File: config.mk
export PLATFORM = sky130hd
export DESIGN_NAME = video_scanout
export DESIGN_NICKNAME = d
export VERILOG_FILES = /design/src/rtl/video_scanout.sv
export SDC_FILE = /design/constraint.sdc
export NUM_CORES = 1
export LEC_CHECK = 0
export CAP_MARGIN = 20
export CORE_MARGIN = 5
export CORE_UTILIZATION = 40
export DETAILED_ROUTE_END_ITERATION = 16
export HOLD_SLACK_MARGIN = 0.12
export MAX_ROUTING_LAYER = met4
export PLACE_DENSITY = 0.71
export RECOVER_POWER = 100
export SLEW_MARGIN = 20
export SYNTH_ARGS = -nofsm -noshare
export SYNTH_HDL_FRONTEND = slang
export SYNTH_SLANG_ARGS = --single-unit
File: constraint.sdc
create_clock -name pclk -period 2.9 [get_ports pclk]
set_input_delay 0.435 -clock pclk [delete_from_list [all_inputs] [get_ports pclk]]
set_output_delay 0.435 -clock pclk [all_outputs]
set_load 0.01 [all_outputs]
File: src/rtl/video_scanout.sv
// video_scanout: pixel-clock raster timing generator with framebuffer scan-out.
// Produces hsync/vsync/de and 24-bit RGB for the DVI stage. It fetches 1-bpp
// bytes plus an IRGB attribute from column-organised VRAM and shows the
// 384x256 image doubled to 768x512 inside a border. All outputs are registered
// and appear one pclk after the counter state they describe.
// Optional build macro VIDEO_SCANLINES_EN: halves fg/bg components on odd
// window lines.
module video_scanout #(
   parameter int          H_ACTIVE   = 1024,
   parameter int          H_FP       = 24,
   parameter int          H_SYNC     = 136,
   parameter int          H_BP       = 144,
   parameter int          V_ACTIVE   = 768,
   parameter int          V_FP       = 3,
   parameter int          V_SYNC     = 6,
   parameter int          V_BP       = 29,
   parameter bit          SYNC_POL   = 1'b0,
   parameter int          WIN_X0     = 128,
   parameter int          WIN_Y0     = 128,
   parameter logic [23:0] BORDER_RGB = 24'h000000
) (
   input  logic        pclk,
   input  logic        reset,
   output logic        vram_rd,
   output logic [13:0] vram_addr,
   input  logic [7:0]  vram_data,
   input  logic [3:0]  vram_attr,
   output logic        hsync,
   output logic        vsync,
   output logic        de,
   output logic [7:0]  red_data,
   output logic [7:0]  green_data,
   output logic [7:0]  blue_data,
   output logic        frame_start
);

   localparam int HT = H_ACTIVE + H_FP + H_SYNC + H_BP;
   localparam int VT = V_ACTIVE + V_FP + V_SYNC + V_BP;

   localparam logic [11:0] H_LAST = 12'(HT - 1);
   localparam logic [11:0] V_LAST = 12'(VT - 1);
   localparam logic [11:0] H_ACT  = 12'(H_ACTIVE);
   localparam logic [11:0] V_ACT  = 12'(V_ACTIVE);
   localparam logic [11:0] HS_BEG = 12'(H_ACTIVE + H_FP);
   localparam logic [11:0] HS_END = 12'(H_ACTIVE + H_FP + H_SYNC);
   localparam logic [11:0] VS_BEG = 12'(V_ACTIVE + V_FP);
   localparam logic [11:0] VS_END = 12'(V_ACTIVE + V_FP + V_SYNC);
   localparam logic [11:0] WX0    = 12'(WIN_X0);
   localparam logic [11:0] WY0    = 12'(WIN_Y0);
   localparam logic [11:0] WIN_W  = 12'd768;
   localparam logic [11:0] WIN_H  = 12'd512;

   logic [11:0] hcnt, vcnt;
   logic [11:0] h_nxt, v_nxt;
   logic [11:0] wx, wy, wy_nxt, fx_nxt;
   logic        h_act, v_act, active, win_line, in_win;
   logic        fetch_nxt;

   logic        rd_d1;
   logic [7:0]  hold_data, shift_data;
   logic [3:0]  hold_attr, shift_attr;

   logic        pix_bit;
   logic [3:0]  pix_attr;
   logic [23:0] pix_rgb;

   function automatic logic [7:0] comp_level(input logic on, input logic inten);
      if (on)
         comp_level = inten ? 8'hFF : 8'hAA;
      else
         comp_level = inten ? 8'h55 : 8'h00;
   endfunction

   // Next counter state; the fetch strobe is decided one cycle ahead from it
   // so vram_rd is visible exactly at column WIN_X0+16k-2, even across a line wrap.
   always_comb begin
      h_nxt = hcnt + 12'd1;
      v_nxt = vcnt;
      if (hcnt == H_LAST) begin
         h_nxt = 12'd0;
         v_nxt = (vcnt == V_LAST) ? 12'd0 : vcnt + 12'd1;
      end
      wx        = hcnt - WX0;
      wy        = vcnt - WY0;
      wy_nxt    = v_nxt - WY0;
      fx_nxt    = h_nxt + 12'd2 - WX0;
      h_act     = hcnt < H_ACT;
      v_act     = vcnt < V_ACT;
      active    = h_act & v_act;
      win_line  = (wy < WIN_H) & v_act;
      in_win    = win_line & h_act & (wx < WIN_W);
      fetch_nxt = (wy_nxt < WIN_H) & (v_nxt < V_ACT) & (fx_nxt < WIN_W)
                  & (fx_nxt[3:0] == 4'd0);
   end

   // Current pixel: on the first column of a byte the shifter has not loaded
   // yet, so the holding register supplies the leftmost bit directly.
   always_comb begin
      pix_bit  = (wx[3:0] == 4'd0) ? hold_data[7] : shift_data[7];
      pix_attr = (wx[3:0] == 4'd0) ? hold_attr : shift_attr;
      pix_rgb  = 24'h000000;
      if (pix_bit)
         pix_rgb = {comp_level(pix_attr[2], pix_attr[3]),
                    comp_level(pix_attr[1], pix_attr[3]),
                    comp_level(pix_attr[0], pix_attr[3])};
`ifdef VIDEO_SCANLINES_EN
      if (wy[0])
         pix_rgb = {1'b0, pix_rgb[23:17], 1'b0, pix_rgb[15:9], 1'b0, pix_rgb[7:1]};
`endif
   end

   // Raster counters; both wrap together at the last pixel of the frame.
   always_ff @(posedge pclk) begin
      if (reset) begin
         hcnt <= 12'd0;
         vcnt <= 12'd0;
      end else begin
         hcnt <= h_nxt;
         vcnt <= v_nxt;
      end
   end

   // VRAM read strobe/address, and capture of the returned byte one cycle later.
   always_ff @(posedge pclk) begin
      if (reset) begin
         vram_rd   <= 1'b0;
         vram_addr <= 14'd0;
         rd_d1     <= 1'b0;
         hold_data <= 8'h00;
         hold_attr <= 4'h0;
      end else begin
         vram_rd <= fetch_nxt;
         rd_d1   <= vram_rd;
         if (fetch_nxt)
            vram_addr <= {fx_nxt[9:4], wy_nxt[8:1]};
         if (rd_d1) begin
            hold_data <= vram_data;
            hold_attr <= vram_attr;
         end
      end
   end

   // Pixel shifter: load at each byte boundary, advance every second pixel.
   always_ff @(posedge pclk) begin
      if (reset) begin
         shift_data <= 8'h00;
         shift_attr <= 4'h0;
      end else if (in_win) begin
         if (wx[3:0] == 4'd0) begin
            shift_data <= hold_data;
            shift_attr <= hold_attr;
         end else if (wx[0]) begin
            shift_data <= {shift_data[6:0], 1'b0};
         end
      end
   end

   // Registered video outputs, all describing the same counter state.
   always_ff @(posedge pclk) begin
      if (reset) begin
         hsync       <= ~SYNC_POL;
         vsync       <= ~SYNC_POL;
         de          <= 1'b0;
         red_data    <= 8'h00;
         green_data  <= 8'h00;
         blue_data   <= 8'h00;
         frame_start <= 1'b0;
      end else begin
         hsync       <= ((hcnt >= HS_BEG) && (hcnt < HS_END)) ? SYNC_POL : ~SYNC_POL;
         vsync       <= ((vcnt >= VS_BEG) && (vcnt < VS_END)) ? SYNC_POL : ~SYNC_POL;
         de          <= active;
         frame_start <= (hcnt == 12'd0) && (vcnt == 12'd0);
         if (!active)
            {red_data, green_data, blue_data} <= 24'h000000;
         else if (in_win)
            {red_data, green_data, blue_data} <= pix_rgb;
         else
            {red_data, green_data, blue_data} <= BORDER_RGB;
      end
   end

endmodule

==> flow_summary.toml <==
[place]
port_buffers = 56
dpl.cell_count = 588
dp_hpwl_um = 6560
gp_congestion = 0.938

[clock_network]
htreeDepth = 3
clkSinkCount = 72
root_buffer = "clkbuf_8"
clock_path_buffers = 2
numCtsBuffers = 9
insertion_delay_ns = 0.34
clk_pin_slew_worst_paths_ns = 0.08
cts_tree = "built"

[synth]
synth.distinct_cells = 56
synth.ff_latch_count = 72
synth-edff-count = 0
synth_nets = 444
async_flop_share_pct = 0
ys.flop_type = "dfxtp_1"
avgSynthCellArea_um2 = 8.81
synth.yosys.warnings = 0
synth_area_um2 = 3680
synthCells = 418
seq_area_frac_synth_pct = 39.1

[worst_hold_path]
hold_class = "register to register"
holdPathEnd = "vram_addr[1]$_SDFFE_PP0P_"
min_path_cells = 2
min-delay-start = "vram_addr[1]$_SDFFE_PP0P_"

[timing]
slew_headroom_pct = 17.2
setup_violations = 14
skew_ns = 0.0106
tns_ns = -1.35
maxSlewViolCount = 0
max_freq_mhz = 330
min_period_ns = 3.03
hold_viol = 0
layout_setup_ws_ns = -0.127
min_period_over_period_pct = 104
worst_pin_slew_ns = 1.24
hold-worst-slack_ns = 0.469
rsz0062_at_grt = "yes"

[setup_path]
reg2reg_slack_ns = -0.13
start_kind = "register"
timing.rr.end = "vram_addr[9]$_SDFFE_PP0P_"
rr_worst_depth = 10
worst_ep_required_time_ns = 3.17
path_class = "register to register"
rr_startpoint = "hcnt[6]$_SDFF_PP0_"
crit_fanout = 7
cp-end-kind = "register"
worst_ep_arrival_time_ns = 3.30

[drt]
wl_met3_um = 480
via_per_inst = 5.27
routed_wl_um = 9230
final_antenna_net_count = 0
top_layer = "met4"
wl_met2_um = 4370
drcViolationCount = 0
dr_total_vias = 3194
avgRoutedWirePerCell_um = 15.2
drt-met1-wl_um = 4230
drtIter0Drc = 196
dr.pass1.iters = 4

[run]
maxCapViolCount = 0

[die]
start_util_pct = 40.4
io_pins = 57
die_w_um = 106
dieArea_um2 = 11200
die_h_um = 106
core_area_um2 = 9110
fp-row-count = 35

[layout]
seq_area_um2 = 1440
diodes = 0
layout_commonest_cell = "dfxtp_1"
fin_nets = 516
fillCellCount = 862
most-common-layout-cells = "dfxtp_1 (70), nor2_1 (60), buf_4 (37)"
drive_above_1_share_pct = 19.2
final_cells = 606
fin_util_pct = 53.4
area_growth_pct = 32.2
multi_input_area_um2 = 2140

[power_and_ir_drop]
power_leakage_nw = 1.90
cellPowerDensity_nw_per_um2 = 410
total_power_mw = 1.99
vdd_ir_drop_max_uv = 331

[grt]
grt_pass1_vias = 3144
overflow = 0
grt_max_degree = 33
grt_pass1_wl_um = 15200
grt_util_all_layers_pct = 16.9
antenna_found_initial = 0

[run_status]
outcome = "finished with violations"
violations = "setup timing"
[cells in the mapped netlist, drive strengths merged (7+ instances only)]
library cell  number  area, µm²
o21ai             21        105
nand3             22        110
nand2             15       56.3
nor2b              8       50.1
clkbuf            12       46.3
xor2              11       96.3
a21oi             20        100
dfxtp             72       1440
nor2              61        245
nor3              11       55.1
ha                12        150
nand2b             9       56.3
or3                7       43.8
mux2i             29        290
xnor2             12        105
buf               29        204
[worst max-delay path, cell delays in order (launching register included)]
cell	delay, ns
dfxtp_2	0.33
or4b_4	0.56
or3_4	0.38
a21o_1	0.19
a21boi_4	0.14
ha_2	0.20
and3_4	0.19
o2111ai_4	0.14
a221o_2	0.47
nor2_8	0.18
mux2i_1	0.19
[metrics by stage]
step	instance area, µm²	setup WS [ns]
2_1_floorplan	3690	-0.0907
3_3_place_gp	4480	-0.0166
3_5_place_dp	4480	-0.0788
4_1_cts	4750	-0.0621
5_1_grt	4870	-0.235
6_report	4870	-0.127
[registers in the layout, summed over array words and instances, names as in the netlist, 2 cells and up]
signal	cells
vcnt	12
hold_data	8
shift_attr	4
hcnt	12
hold_attr	4
vram_addr	14
shift_data	8
red_data	2
[timing repair]
action / CTS / global route
buffers inserted: 0 / 1
setup endpoints to repair: 14 / 15
hold buffers: 0 / 0
gates resized for setup: 14 / 28
cloned: 1 / 0
pin swaps: 5 / 8
[worst max path at each step]
| stage | startpoint | to | slack (ns) | depth (start not counted) |
|---|---|---|---|---|
| CTS | hcnt[6]$_SDFF_PP0_ | vram_addr[9]$_SDFFE_PP0P_ | -0.06 | 10 |
| detailed placement | hcnt[6]$_SDFF_PP0_ | vram_addr[9]$_SDFFE_PP0P_ | -0.08 | 9 |
| global placement | hcnt[6]$_SDFF_PP0_ | vram_addr[9]$_SDFFE_PP0P_ | -0.02 | 9 |
| global route | hcnt[6]$_SDFF_PP0_ | vram_addr[8]$_SDFFE_PP0P_ | -0.23 | 10 |
| finish | hcnt[6]$_SDFF_PP0_ | vram_addr[9]$_SDFFE_PP0P_ | -0.13 | 10 |
| floorplan | hcnt[9]$_SDFF_PP0_ | vram_addr[8]$_SDFFE_PP0P_ | -0.09 | 11 |
[where the power goes]
part	internal, mW	total [mW]	switching, mW
clock network	0.486	0.879	0.393
logic	0.0587	0.117	0.0588
registers	0.994	0.998	0.00484
total	1.54	1.99	0.457
[per-layer routing]
layer / vias up / GRT usage [%]
li1: 1592 / -
met1: 1499 / 21.3
met2: 88 / 27.0
met3: 15 / 4.68
met4: 0 / 4.53
met5: - / -
[layout make-up]
class                           count  share of cell area [%]
Sequential cell                    72                    29.7
Multi-Input combinational cell    300                    43.9
Timing Repair Buffer              101                    18.6
Inverter                            6                   0.463
Clock inverter                      7                    1.95
Tap cell                          111                    2.85
Clock buffer                        9                    2.54
[cells by family (layout without fill, tap and decap cells)]
logic type / after synthesis / count (layout) / share of synthesized area [%]
DFF: 72 / 72 / 39.1
buffers and inverters: 47 / 123 / 7.41
xor gates and xnor gates: 23 / 23 / 5.47
and+or+nand+nor: 169 / 170 / 24.2
muxes: 30 / 30 / 8.19
AOI/OAI and AO/OA: 65 / 65 / 11.6
adders and majority gates: 12 / 12 / 4.08
Note: power is estimated with default switching activity, not from simulation.
